==> config.mk <==
export PLATFORM = sky130hd
export DESIGN_NAME = file_arbiter_flat
export DESIGN_NICKNAME = d
export VERILOG_FILES = /design/src/rtl/file_arbiter_pkg.sv /design/src/rtl/file_arbiter_if.sv /design/src/rtl/file_arbiter_rr_arb2.sv /design/src/rtl/file_arbiter.sv /design/src/flat_wrapper.sv
export SDC_FILE = /design/constraint.sdc
export NUM_CORES = 1
export LEC_CHECK = 0
export ABC_AREA = 1
export CORE_MARGIN = 2
export CORE_UTILIZATION = 55
export CTS_CLUSTER_SIZE = 16
export DETAILED_ROUTE_END_ITERATION = 8
export DONT_BUFFER_PORTS = 1
export PLACE_DENSITY = 0.78
export SYNTH_ARGS = -nofsm -noshare
export SYNTH_HDL_FRONTEND = slang
export SYNTH_SLANG_ARGS = --single-unit
==> constraint.sdc <==
create_clock -name clk -period 2.73 [get_ports clk]
set_input_delay 0.6825 -clock clk [delete_from_list [all_inputs] [get_ports clk]]
set_output_delay 0.6825 -clock clk [all_outputs]
set_load 0.05 [all_outputs]
==> src/rtl/file_arbiter_pkg.sv <==
// file_ctrl_pkg: shared constants for the register-file arbiter.
//   OP_READ / OP_WRITE : operation codes understood by the 16x8 file;
//                        every other code is a pass-through (ac -> file_out).
//   state_t            : sequencer state encoding (IDLE, ISSUE, CAPTURE).
package file_ctrl_pkg;

   localparam logic [3:0] OP_READ  = 4'b0000;
   localparam logic [3:0] OP_WRITE = 4'b0001;

   typedef enum logic [1:0] {
      IDLE    = 2'd0,
      ISSUE   = 2'd1,
      CAPTURE = 2'd2
   } state_t;

   // Writes finish after ISSUE; everything else needs a CAPTURE cycle.
   function automatic logic is_write(input logic [3:0] op);
      return op == OP_WRITE;
   endfunction

endpackage

==> src/rtl/file_arbiter_if.sv <==
// file_arbiter_if: one requester's handshake with the arbiter.
//   req    requester -> arbiter  request, held until ack
//   op     requester -> arbiter  operation code
//   addr   requester -> arbiter  file address
//   wdata  requester -> arbiter  write / pass-through data
//   ack    arbiter -> requester  one-cycle accept pulse
//   rdata  arbiter -> requester  returned data, held until the next read
//   rvalid arbiter -> requester  one-cycle pulse, rdata valid
// master = requester side, slave = arbiter side.
interface file_arbiter_if #(
   parameter int ADDR_W = 8,
   parameter int DATA_W = 8
);
   logic              req;
   logic [3:0]        op;
   logic [ADDR_W-1:0] addr;
   logic [DATA_W-1:0] wdata;
   logic              ack;
   logic [DATA_W-1:0] rdata;
   logic              rvalid;

   modport master (output req, op, addr, wdata, input ack, rdata, rvalid);
   modport slave  (input req, op, addr, wdata, output ack, rdata, rvalid);
endinterface

==> src/rtl/file_arbiter_rr_arb2.sv <==
// rr_arb2: two-input round-robin grant.
//   clk, rst  clock / asynchronous active-low reset
//   req_a/b   request lines
//   accept    strobe: the current grant was taken, remember it
//   grant_a/b combinational one-hot (or zero) grant
// After reset the last grant is B, so A wins the first tie.
module rr_arb2 (
   input  logic clk,
   input  logic rst,
   input  logic req_a,
   input  logic req_b,
   input  logic accept,
   output logic grant_a,
   output logic grant_b
);
   logic last_b;

   always_comb begin
      grant_a = req_a && (!req_b || last_b);
      grant_b = req_b && !grant_a;
   end

   always_ff @(posedge clk or negedge rst) begin
      if (!rst) begin
         last_b <= 1'b1;
      end else if (accept) begin
         last_b <= grant_b;
      end
   end
endmodule

==> src/rtl/file_arbiter.sv <==
// file_arbiter: two-requester round-robin arbiter/sequencer for the 16x8
// register file. A is the control unit, B the debug/loader port.
//   clk, rst          clock / asynchronous active-low reset
//   port_a, port_b    requester handshakes (file_arbiter_if.slave)
//   file_en           one-cycle file enable
//   operation/addr/ac file command, held when file_en is low
//   file_out          registered file output, captured for non-write ops
//   busy              high whenever the sequencer is not IDLE
//   err               one-cycle pulse on a rejected (out-of-range) request
// Optional feature macro FILE_ADDR_CHECK_EN: when defined, a winning request
// with addr >= DEPTH is acked with err and never reaches the file. When
// undefined, err is tied low and every address is forwarded unchanged.
module file_arbiter
   import file_ctrl_pkg::*;
#(
   parameter int DATA_W = 8,
   parameter int ADDR_W = 8,
   parameter int DEPTH  = 16
) (
   input  logic              clk,
   input  logic              rst,
   file_arbiter_if.slave     port_a,
   file_arbiter_if.slave     port_b,
   output logic              file_en,
   output logic [3:0]        operation,
   output logic [ADDR_W-1:0] addr,
   output logic [DATA_W-1:0] ac,
   input  logic [DATA_W-1:0] file_out,
   output logic              busy,
   output logic              err
);
   // One extra bit so DEPTH == 2**ADDR_W still compares correctly.
   localparam logic [ADDR_W:0] DEPTH_L = (ADDR_W+1)'(DEPTH);

   state_t            state_q, state_d;
   logic              file_en_q, file_en_d;
   logic [3:0]        op_q, op_d;
   logic [ADDR_W-1:0] addr_q, addr_d;
   logic [DATA_W-1:0] ac_q, ac_d;
   logic              ack_a_q, ack_a_d, ack_b_q, ack_b_d;
   logic              rvalid_a_q, rvalid_a_d, rvalid_b_q, rvalid_b_d;
   logic [DATA_W-1:0] rdata_a_q, rdata_a_d, rdata_b_q, rdata_b_d;
   logic              owner_b_q, owner_b_d;

   logic              grant_a, grant_b, accept;
   logic [3:0]        win_op;
   logic [ADDR_W-1:0] win_addr;
   logic [DATA_W-1:0] win_wdata;
   logic              win_in_range;

   rr_arb2 u_arb (
      .clk     (clk),
      .rst     (rst),
      .req_a   (port_a.req),
      .req_b   (port_b.req),
      .accept  (accept),
      .grant_a (grant_a),
      .grant_b (grant_b)
   );

   always_comb begin
      win_op    = port_b.op;
      win_addr  = port_b.addr;
      win_wdata = port_b.wdata;
      if (grant_a) begin
         win_op    = port_a.op;
         win_addr  = port_a.addr;
         win_wdata = port_a.wdata;
      end
   end

   assign win_in_range = ({1'b0, win_addr} < DEPTH_L);

`ifdef FILE_ADDR_CHECK_EN
   logic err_q, err_d;
`else
   logic range_unused;
   assign range_unused = win_in_range;
`endif

   always_comb begin
      state_d    = state_q;
      file_en_d  = 1'b0;
      op_d       = op_q;
      addr_d     = addr_q;
      ac_d       = ac_q;
      ack_a_d    = 1'b0;
      ack_b_d    = 1'b0;
      rvalid_a_d = 1'b0;
      rvalid_b_d = 1'b0;
      rdata_a_d  = rdata_a_q;
      rdata_b_d  = rdata_b_q;
      owner_b_d  = owner_b_q;
      accept     = 1'b0;
`ifdef FILE_ADDR_CHECK_EN
      err_d      = 1'b0;
`endif
      case (state_q)
         IDLE: begin
            if (grant_a || grant_b) begin
               accept    = 1'b1;
               owner_b_d = grant_b;
               ack_a_d   = grant_a;
               ack_b_d   = grant_b;
`ifdef FILE_ADDR_CHECK_EN
               // Rejected requests are acked but leave the file command alone.
               if (!win_in_range) begin
                  err_d = 1'b1;
               end else begin
                  op_d      = win_op;
                  addr_d    = win_addr;
                  ac_d      = win_wdata;
                  file_en_d = 1'b1;
                  state_d   = ISSUE;
               end
`else
               op_d      = win_op;
               addr_d    = win_addr;
               ac_d      = win_wdata;
               file_en_d = 1'b1;
               state_d   = ISSUE;
`endif
            end
         end
         ISSUE: begin
            state_d = is_write(op_q) ? IDLE : CAPTURE;
         end
         CAPTURE: begin
            if (owner_b_q) begin
               rdata_b_d  = file_out;
               rvalid_b_d = 1'b1;
            end else begin
               rdata_a_d  = file_out;
               rvalid_a_d = 1'b1;
            end
            state_d = IDLE;
         end
         default: state_d = IDLE;
      endcase
   end

   always_ff @(posedge clk or negedge rst) begin
      if (!rst) begin
         state_q    <= IDLE;
         file_en_q  <= 1'b0;
         op_q       <= '0;
         addr_q     <= '0;
         ac_q       <= '0;
         ack_a_q    <= 1'b0;
         ack_b_q    <= 1'b0;
         rvalid_a_q <= 1'b0;
         rvalid_b_q <= 1'b0;
         rdata_a_q  <= '0;
         rdata_b_q  <= '0;
         owner_b_q  <= 1'b0;
`ifdef FILE_ADDR_CHECK_EN
         err_q      <= 1'b0;
`endif
      end else begin
         state_q    <= state_d;
         file_en_q  <= file_en_d;
         op_q       <= op_d;
         addr_q     <= addr_d;
         ac_q       <= ac_d;
         ack_a_q    <= ack_a_d;
         ack_b_q    <= ack_b_d;
         rvalid_a_q <= rvalid_a_d;
         rvalid_b_q <= rvalid_b_d;
         rdata_a_q  <= rdata_a_d;
         rdata_b_q  <= rdata_b_d;
         owner_b_q  <= owner_b_d;
`ifdef FILE_ADDR_CHECK_EN
         err_q      <= err_d;
`endif
      end
   end

`ifdef FILE_ADDR_CHECK_EN
   assign err = err_q;
`else
   assign err = 1'b0;
`endif

   assign file_en       = file_en_q;
   assign operation     = op_q;
   assign addr          = addr_q;
   assign ac            = ac_q;
   assign busy          = (state_q != IDLE);
   assign port_a.ack    = ack_a_q;
   assign port_a.rdata  = rdata_a_q;
   assign port_a.rvalid = rvalid_a_q;
   assign port_b.ack    = ack_b_q;
   assign port_b.rdata  = rdata_b_q;
   assign port_b.rvalid = rvalid_b_q;

endmodule

==> src/flat_wrapper.sv <==
// flat-port wrapper written by rule: the top's interface ports become plain ports
module file_arbiter_flat import file_ctrl_pkg::*;
#(
   parameter int DATA_W = 8,
   parameter int ADDR_W = 8,
   parameter int DEPTH  = 16
)
  (clk, rst, file_en, operation, addr, ac, file_out, busy, err, port_a_req, port_a_op, port_a_addr, port_a_wdata, port_a_ack, port_a_rdata, port_a_rvalid, port_b_req, port_b_op, port_b_addr, port_b_wdata, port_b_ack, port_b_rdata, port_b_rvalid);
  file_arbiter_if #(.ADDR_W(ADDR_W), .DATA_W(DATA_W)) port_a_i ();
  file_arbiter_if #(.ADDR_W(ADDR_W), .DATA_W(DATA_W)) port_b_i ();
  input  logic clk;
  input  logic rst;
  output logic file_en;
  output logic [3:0] operation;
  output logic [ADDR_W-1:0] addr;
  output logic [DATA_W-1:0] ac;
  input  logic [DATA_W-1:0] file_out;
  output logic busy;
  output logic err;
  input wire logic [$bits(port_a_i.req)-1:0] port_a_req;
  input wire logic [$bits(port_a_i.op)-1:0] port_a_op;
  input wire logic [$bits(port_a_i.addr)-1:0] port_a_addr;
  input wire logic [$bits(port_a_i.wdata)-1:0] port_a_wdata;
  output wire logic [$bits(port_a_i.ack)-1:0] port_a_ack;
  output wire logic [$bits(port_a_i.rdata)-1:0] port_a_rdata;
  output wire logic [$bits(port_a_i.rvalid)-1:0] port_a_rvalid;
  input wire logic [$bits(port_b_i.req)-1:0] port_b_req;
  input wire logic [$bits(port_b_i.op)-1:0] port_b_op;
  input wire logic [$bits(port_b_i.addr)-1:0] port_b_addr;
  input wire logic [$bits(port_b_i.wdata)-1:0] port_b_wdata;
  output wire logic [$bits(port_b_i.ack)-1:0] port_b_ack;
  output wire logic [$bits(port_b_i.rdata)-1:0] port_b_rdata;
  output wire logic [$bits(port_b_i.rvalid)-1:0] port_b_rvalid;
  assign port_a_i.req = port_a_req;
  assign port_a_i.op = port_a_op;
  assign port_a_i.addr = port_a_addr;
  assign port_a_i.wdata = port_a_wdata;
  assign port_a_ack = port_a_i.ack;
  assign port_a_rdata = port_a_i.rdata;
  assign port_a_rvalid = port_a_i.rvalid;
  assign port_b_i.req = port_b_req;
  assign port_b_i.op = port_b_op;
  assign port_b_i.addr = port_b_addr;
  assign port_b_i.wdata = port_b_wdata;
  assign port_b_ack = port_b_i.ack;
  assign port_b_rdata = port_b_i.rdata;
  assign port_b_rvalid = port_b_i.rvalid;
  file_arbiter #(.DATA_W(DATA_W), .ADDR_W(ADDR_W), .DEPTH(DEPTH)) u_core (.clk(clk), .rst(rst), .port_a(port_a_i), .port_b(port_b_i), .file_en(file_en), .operation(operation), .addr(addr), .ac(ac), .file_out(file_out), .busy(busy), .err(err));
endmodule
; ---- After elaboration in Yosys (flattened, before gate mapping)
; Cells that the tools add are included.
[totals]
out_inout_bits = 43
reg_bits = 45
[op_classes]
reduce_logical = 11
n_mux = 16
n_eq_ne = 4
bitwise = 1
[ops]
columns = operator, n
row1 = $mux W8, 2
row2 = $mux W1, 10
row3 = $reduce_and A2 Y1, 3
row4 = $eq A4 B1 Y1 const B, 1
row5 = $mux W2, 2
row6 = $mux W4, 1
row7 = $pmux W2 S2, 1
row8 = $eq A2 B1 Y1 const B, 1
row9 = $eq A2 B2 Y1 const B, 1
row10 = $logic_and A1 B1 Y1, 2
row11 = $logic_not A1 Y1, 2
row12 = $logic_not A2 Y1, 1
row13 = $logic_or A1 B1 Y1, 2
row14 = $ne A2 B1 Y1 const B, 1
row15 = $reduce_bool A2 Y1, 1
row16 = $not A1 Y1, 1

; ---- Longest topological paths before layout
; Gate-level depths: netlist of the first run.
[logic_depth]
word_depth = 8
ltp_mapped = 7
depth_no_buf = 6

; ---- Modules after synthesis
; From an unflattened synthesis of the first run, not the netlist that was laid out.
[unflattened]
hier_cells = 258
hier_area_um2 = 2020.7
[by_module_without_submodules]
columns = module, area_each_um2, n_inst, cells_per_inst
row1 = file_arbiter, 1959.4, 1, 250
row2 = rr_arb2, 61.3, 1, 8

; ---- Worst setup path after synthesis of the first run
; OpenSTA, ideal clock, no wires.
[synth_path]
path_kind = input port to flip-flop
startpoint = input port port_b_req
endpoint = register u_core.op_q[0], in the netlist u_core.operation[0]
slack_ns = 1.364
t_arrival_ns = 1.300
path_stages = 6
setup_ns = 0.066
path_cell_list = nor2_1 nor2_4 inv_2 buf_2 nand2_1 nand2_1
[synth_between]
elab_chain_cells = 7
[synth_lines]
columns = element, line
row1 = from (decl), flat_wrapper.sv:27  ; input wire logic [$bits(port_b_i.req)-1:0] port_b_req;
row2 = $logic_not A1 Y1, file_arbiter_rr_arb2.sv:19  ; grant_a = req_a && (!req_b || last_b);
row3 = $logic_or A1 B1 Y1, file_arbiter_rr_arb2.sv:19
row4 = $logic_and A1 B1 Y1, file_arbiter_rr_arb2.sv:19
row5 = $logic_not A1 Y1, file_arbiter_rr_arb2.sv:20  ; grant_b = req_b && !grant_a;
row6 = $logic_and A1 B1 Y1, file_arbiter_rr_arb2.sv:20
row7 = $logic_or A1 B1 Y1, file_arbiter.sv:100  ; if (grant_a || grant_b) begin
row8 = $reduce_and A2 Y1 (no line), --
row9 = to (signal assigned), file_arbiter.sv:162  ; op_q <= op_d;
row10 = to (decl), file_arbiter.sv:37  ; logic [3:0] op_q, op_d;
; Several ways; a longest one is shown, not always the timed one.
; A chain may end at the register's enable or synchronous reset.

; ---- Final worst setup path of the first run
[layout_path]
startpoint = register u_core.u_arb.last_b
endpoint = register u_core.owner_b_q
[layout_between]
elab_chain_cells = 6
[layout_lines]
columns = element, line
row1 = from (decl), file_arbiter_rr_arb2.sv:16  ; logic last_b;
row2 = from (signal assigned), file_arbiter_rr_arb2.sv:27  ; last_b <= grant_b;
row3 = $logic_or A1 B1 Y1 (*), file_arbiter_rr_arb2.sv:19
row4 = $logic_and A1 B1 Y1 (*), file_arbiter_rr_arb2.sv:19
row5 = $logic_not A1 Y1, file_arbiter_rr_arb2.sv:20
row6 = $logic_and A1 B1 Y1, file_arbiter_rr_arb2.sv:20
row7 = $logic_or A1 B1 Y1, file_arbiter.sv:100
row8 = $reduce_and A2 Y1 (no line), --
row9 = to (signal assigned), file_arbiter.sv:171  ; owner_b_q <= owner_b_d;
row10 = to (decl), file_arbiter.sv:43  ; logic owner_b_q, owner_b_d;
; Mark *: on every way between the ends. The rest lies on a longest branch, timed or not.

==> key figures, run 1 <==
Run status
  – Status: finished, final reports clean

Global route
  – Initial antenna violation count: 0
  – First-pass GRT wire length: 6780 um
  – Total track usage: 20.2%
  – Largest net degree at the start of global routing: 46
  – Vias in the first global route: 1548
  – Total global routing overflow: 0

Detailed routing
  – Routed wire length: 3980 um
  – Drt first pass iters: 4
  – Routed wire per std cell: 12.9 um
  – DRC: 0
  – Antenna viol nets, final: 0
  – Vias per cell: 5.13
  – Total number of vias: 1579
  – Initial drt markers: 109

Setup path
  – Critical path fanouts, max: 22
  – Worst EP arrival: 2000 ps
  – Worst setup path class: flip-flop to flip-flop
  – Crit-path leading delay family: simple AND/OR/NAND/NOR gates
  – Critical path's largest stage delay: 530 ps
  – Critical-path top delay cell: dfstp_2
  – Worst Path Buf+Inv: 2
  – Req. time, crit path: 2890 ps
  – Critical path cell sequence: inv_1 > nand2_1 > buf_4 > nand2_1 > nand3_1 > o21ai_0
  – CP dominant cell by count: nand2_1
  – Beginning of the worst register-to-register path: u_core.u_arb.last_b
  – Register-to-Register Setup Slack: 890 ps
  – Crit end category: flip-flop
  – CP Launch Type: flip-flop
  – Crit path launch: u_core.u_arb.last_b

Clock network
  – Root Buffer: clkbuf_8
  – Worst-path clk slew: 80 ps
  – Hold_buf cts: 0
  – Clock sinks: 45
  – CTS Buf Count: 5
  – CTS tree: built
  – Post-CTS setup buffer count: 0
  – PostCTS Resize Cnt: 0
  – Clock Path Buffers: 2
  – Worst skew pair latency: 280 ps
  – H-Tree Depth: 2

STA
  – Final setup fails: 0
  – Final Hold Fails: 0
  – RSZ-0062 raised after global routing: false
  – Pins Over Slew Limit: 0
  – Crit share post-route: 67.5%
  – Worst Hold Slack: 80.1 ps
  – Clock skew: 2.70 ps
  – Rel. slew slack: 53.2%
  – Fmax: 543 MHz
  – Tmin final: 1840 ps
  – TNS Setup: 0 ps
  – Slew @ Worst Pin: 701 ps

Floorplan
  – Starting Density: 56.7%
  – CORE AREA: 3630 um^2
  – # IOs: 95
  – Die area: 4250 um^2
  – Die height: 65.2 um
  – FP Rows: 22
  – Chip width: 65.2 um

Logic synthesis
  – Distinct cell type count of the synthesized netlist: 16
  – Syn Std Cell Area: 2060 um^2
  – Syn_nets: 316
  – Sequential-to-total area share from yosys stat: 54.7%
  – Syn Inst Count: 264
  – Syn Area/Cell: 7.81 um^2
  – Synthesis Warnings: 0
  – Register bit count reported by yosys: 45

Power and ir drop
  – Total power: 0.00338 W
  – Lkg Pwr: 1.28 nW
  – VDD IR max: 0.000634 V
  – Pwr dens: 1550 nW/um^2

Hold path
  – Hold crit path type: input pin to async pin

Finish
  – Final #Nets: 311
  – P&R area growth vs syn: 5.58%
  – Commonest non-fill, non-tap cell in the layout: nand2_1
  – Share of layout cells above drive strength 1: 5.38%
  – Commonest non-fill, non-tap cells in the layout: nand2_1 (79), inv_1 (56), dfrtp_1 (44)
  – Inserted Diodes: 0
  – Layout Cells excl Fill: 308

Placed design
  – Port Buf Inserts: 0
  – Placed insts: 300
  – DP HPWL: 2790 um
  – Routability cong.: 0.827

Job
  – Max Cap Viol: 0
==> final timing paths <==
path	endpoint	cells after the start
hold / removal	u_core.port_b.rdata[2]	0
hold reg to reg	u_core.u_arb.last_b	2
max in group asynchronous	u_core.u_arb.last_b	0
setup / recovery	u_core.owner_b_q	6
min in group clk	u_core.u_arb.last_b	2
setup reg to reg	u_core.owner_b_q	6
==> cell type report <==
type / count / area [um^2]
fillers: 341 / 1460
inverters: 58 / 218
multi-input cells: 148 / 644
well taps: 48 / 60.1
repair buffers: 1 / 7.51
clock inverters: 2 / 37.5
clock buffers: 6 / 82.6
flip-flops and latches: 45 / 1130
==> flip-flops by register name (all words and copies together) (netlist names), 2 cells and up <==
register	count
u_core.port_b.rdata	8
u_core.port_a.rdata	8
u_core.state_q	2
u_core.addr	8
u_core.ac	8
u_core.operation	4
==> per-stage QoR <==
stage	setup slack (ps)	util [%]	area, um^2
after floorplan	1360	-	2060
after global placement	791	56.6	2060
after detailed placement	783	56.6	2060
after CTS	893	59.9	2180
after global routing	701	59.9	2180
final	888	59.9	2180
==> cell families (layout without fill, tap and decap cells) <==
| family | count (synthesis) | after routing | synth area share (%) |
|---|---|---|---|
| buf+inv | 71 | 67 | 14.1 |
| simple gates | 128 | 128 | 26.4 |
| other cells | 1 | 1 | 0.182 |
| compound gates | 19 | 19 | 4.67 |
| flops | 45 | 45 | 54.7 |
==> Yosys cell counts <==
library cell / number / share of area [%]
nand2_1: 79 / 14
dfrtp_1: 44 / 53
nor2_4: 1 / 0.55
buf_4: 4 / 1.5
inv_2: 2 / 0.36
dfstp_2: 1 / 1.3
buf_2: 7 / 1.7
nand3_1: 43 / 10
nor2_1: 4 / 0.73
o21ai_0: 18 / 4.4
conb_1: 1 / 0.18
buf_1: 1 / 0.18
nand2_2: 1 / 0.30
a31oi_1: 1 / 0.30
inv_1: 56 / 10
clkbuf_1: 1 / 0.18
==> power breakdown <==
part / switching, W / total (W) / leakage (nW) / internal (W)
Combinational: 0.000431 / 0.000642 / 0.673 / 0.000211
Clock: 0.000219 / 0.000516 / 0.0574 / 0.000298
Sequential: 0.00125 / 0.00222 / 0.551 / 0.000973
==> routing by layer <==
layer  up-vias  global-route usage, %  wire length [um]
met5         -                      0                 0
met4         0                   4.43                26
met3         4                   8.05               376
met2        76                   35.3              1970
met1       723                   23.4              1600
li1        776                      -                 -
Note: power is estimated with default switching activity, not from simulation.
==> run 2, diff against run 1 <==
Clock period 2.73 ns to 1.8 ns, I/O delays scaled along.
==> run 2 against run 1 <==
First-iteration DRC count decreased by 26%. Wire length is 0.93% lower. Die area stayed put. Clock-buffer cell count did not move. Setup slack got worse by 660 ps. Non-clock buffer count rose by 4. Clock skew up 2.1 ps. Register-to-register slack got worse by 660 ps. Sequential cell count did not move. Sequential share of layout area shrank 1.2 points. Critical path depth stayed put. Cell count rose by 1.3%. Critical path type unchanged.
==> key figures, run 2 (synthesis results as in run 1) <==
Global route
  – Initial antenna violation count: 0 (unchanged)
  – First-pass GRT wire length: 6560 um (-3.2%)
  – Vias in the first global route: 1520 (-1.8%)
  – Largest net degree at the start of global routing: 46 (unchanged)
  – Total track usage: 19.5% (-0.71 points)
  – Total global routing overflow: 0 (unchanged)

Finish
  – Share of layout cells above drive strength 1: 6.44% (+1.1 points)
  – Area of the multi-input gates: 644 um^2 (unchanged)
  – Commonest non-fill, non-tap cells in the layout: nand2_1 (79), inv_1 (56), dfrtp_1 (44)
  – Commonest non-fill, non-tap cell in the layout: nand2_1
  – Final Core Density: 61.4% (+1.4 points)
  – Inserted Diodes: 0 (unchanged)
  – P&R area growth vs syn: 8.13%
  – Fillers: 336 (-1.5%)
  – FF/Latch Area: 1130 um^2 (unchanged)
  – Final #Nets: 315 (+1.3%)

Clock network
  – H-Tree Depth: 2 (unchanged)
  – Post-CTS setup buffer count: 0 (unchanged)
  – Worst skew pair latency: 280 ps (about the same)
  – CTS tree: built
  – CTS Buf Count: 5 (unchanged)
  – Root Buffer: clkbuf_8
  – Worst-path clk slew: 80 ps (about the same)
  – Clock Path Buffers: 2 (unchanged)
  – Clock sinks: 45 (unchanged)
  – PostCTS Resize Cnt: 0 (unchanged)

Setup path
  – Reg-to-Reg End: u_core.ac[7]
  – Critical path fanouts, max: 24 (+9.1%)
  – CP Launch Type: flip-flop
  – Reg2Reg Depth: 6 (unchanged)
  – Register-to-Register Setup Slack: 220 ps (-660 ps)
  – Beginning of the worst register-to-register path: u_core.state_q[1]
  – Worst setup path class: flip-flop to flip-flop
  – Crit end category: flip-flop
  – Worst EP arrival: 1750 ps (-250 ps)
  – Req. time, crit path: 1980 ps (-910 ps)

Detailed routing
  – Routed wire length: 3940 um (-0.93%)
  – Drt first pass iters: 4 (unchanged)
  – DRC: 0 (unchanged)
  – Antenna viol nets, final: 0 (unchanged)
  – Routed wire per std cell: 12.6 um (-2.2%)
  – Vias per cell: 4.94 (-3.6%)
  – Total number of vias: 1542 (-2.3%)
  – Initial drt markers: 81 (-26%)

Hold path
  – Hold Crit Start: file_out[6]
  – Hold EP: u_core.port_b.rdata[6]
  – Hold Crit Depth: 2
  – Hold crit path type: input pin to flip-flop

STA
  – Crit share post-route: 87.5% (+20 points)
  – Fmax: 635 MHz (+17%)
  – Final setup fails: 0 (unchanged)
  – Pins Over Slew Limit: 0 (unchanged)
  – Slew @ Worst Pin: 541 ps (-160 ps)
  – Rel. slew slack: 63.9% (+11 points)
  – Final Hold Fails: 0 (unchanged)
  – Tmin final: 1580 ps (-267 ps)
  – TNS Setup: 0 ps (unchanged)
  – RSZ-0062 raised after global routing: false
  – Clock skew: 4.83 ps (+2.13 ps)

Run status
  – Status: finished, final reports clean

Floorplan
  – Chip width: 65.2 um (unchanged)
  – Die height: 65.2 um (unchanged)
  – # IOs: 95 (unchanged)
  – Starting Density: 56.7% (unchanged)
  – Die area: 4250 um^2 (unchanged)
  – FP Rows: 22 (unchanged)
  – CORE AREA: 3630 um^2 (unchanged)

Placed design
  – DP HPWL: 2830 um (+1.4%)
  – Routability cong.: 0.769 (-7.0%)
  – Port Buf Inserts: 0 (unchanged)

Job
  – Max Cap Viol: 0 (unchanged)
## run 2: cell types whose count changed in the layout (fill, tap and decap cells not counted), sizes merged
cell and change:
buf +3, dlygate4sd3 +1
## run 2: worst max path at each step
stage / from / to / slack, ps / depth (start not counted)
after floorplan: u_core.state_q[1] / u_core.operation[0] / 520 / 7
after global placement: port_b_req / u_core.addr[2] / 270 / 5
after detailed placement: u_core.state_q[1] / u_core.ac[4] / 230 / 6
after CTS: u_core.state_q[1] / u_core.ac[7] / 220 / 6
after global routing: u_core.state_q[1] / u_core.addr[0] / 50 / 6
final: u_core.state_q[1] / u_core.ac[7] / 220 / 6
## run 2: cell type report
cell class	instances	area share, %
inverter	58	9.76
clock inverter	2	1.68
clock buffer	6	3.70
tap	48	2.69
timing repair buffer	5	2.69
multi-input combinational	148	28.9
sequential	45	50.6
## run 2: what timing repair did
item,4_1_cts,5_1_grt
hold buffers,2,0
endpoints found under the setup margin,0,0
hold endpoints to repair,45,0
## run 2: through the flow
step	hold slack, ps	setup slack [ps]	cell area [um^2]	std cells
final	322	225	2230	312
after global routing	320	49.5	2230	312
after CTS	320	215	2230	312
after detailed placement	155	233	2070	302
after global placement	155	269	2070	302
after floorplan	154	516	2060	264
## run 2: per-layer routing
metal | wire (um) | track usage (%) | share of wire (%) | up-vias
met1 | 1750 | 24.5 | 44 | 696
met4 | 8 | 3.13 | 0.20 | 0
met3 | 314 | 7.19 | 8.0 | 2
met2 | 1870 | 32.9 | 48 | 60
met5 | 0 | 0 | 0 | -
li1 | - | - | - | 784
## run 2: critical path, cell delays in order, from the launching register on
cell and delay, ps:
dfrtp_1 400, inv_1 90, nand2_2 70, nor2_4 430, inv_2 280, nand2_1 130
nand2_1 60
Power of run 2 is left out: the tool's default activity adds up to more than one toggle a clock period on the data nets, which glitch-free logic cannot reach.
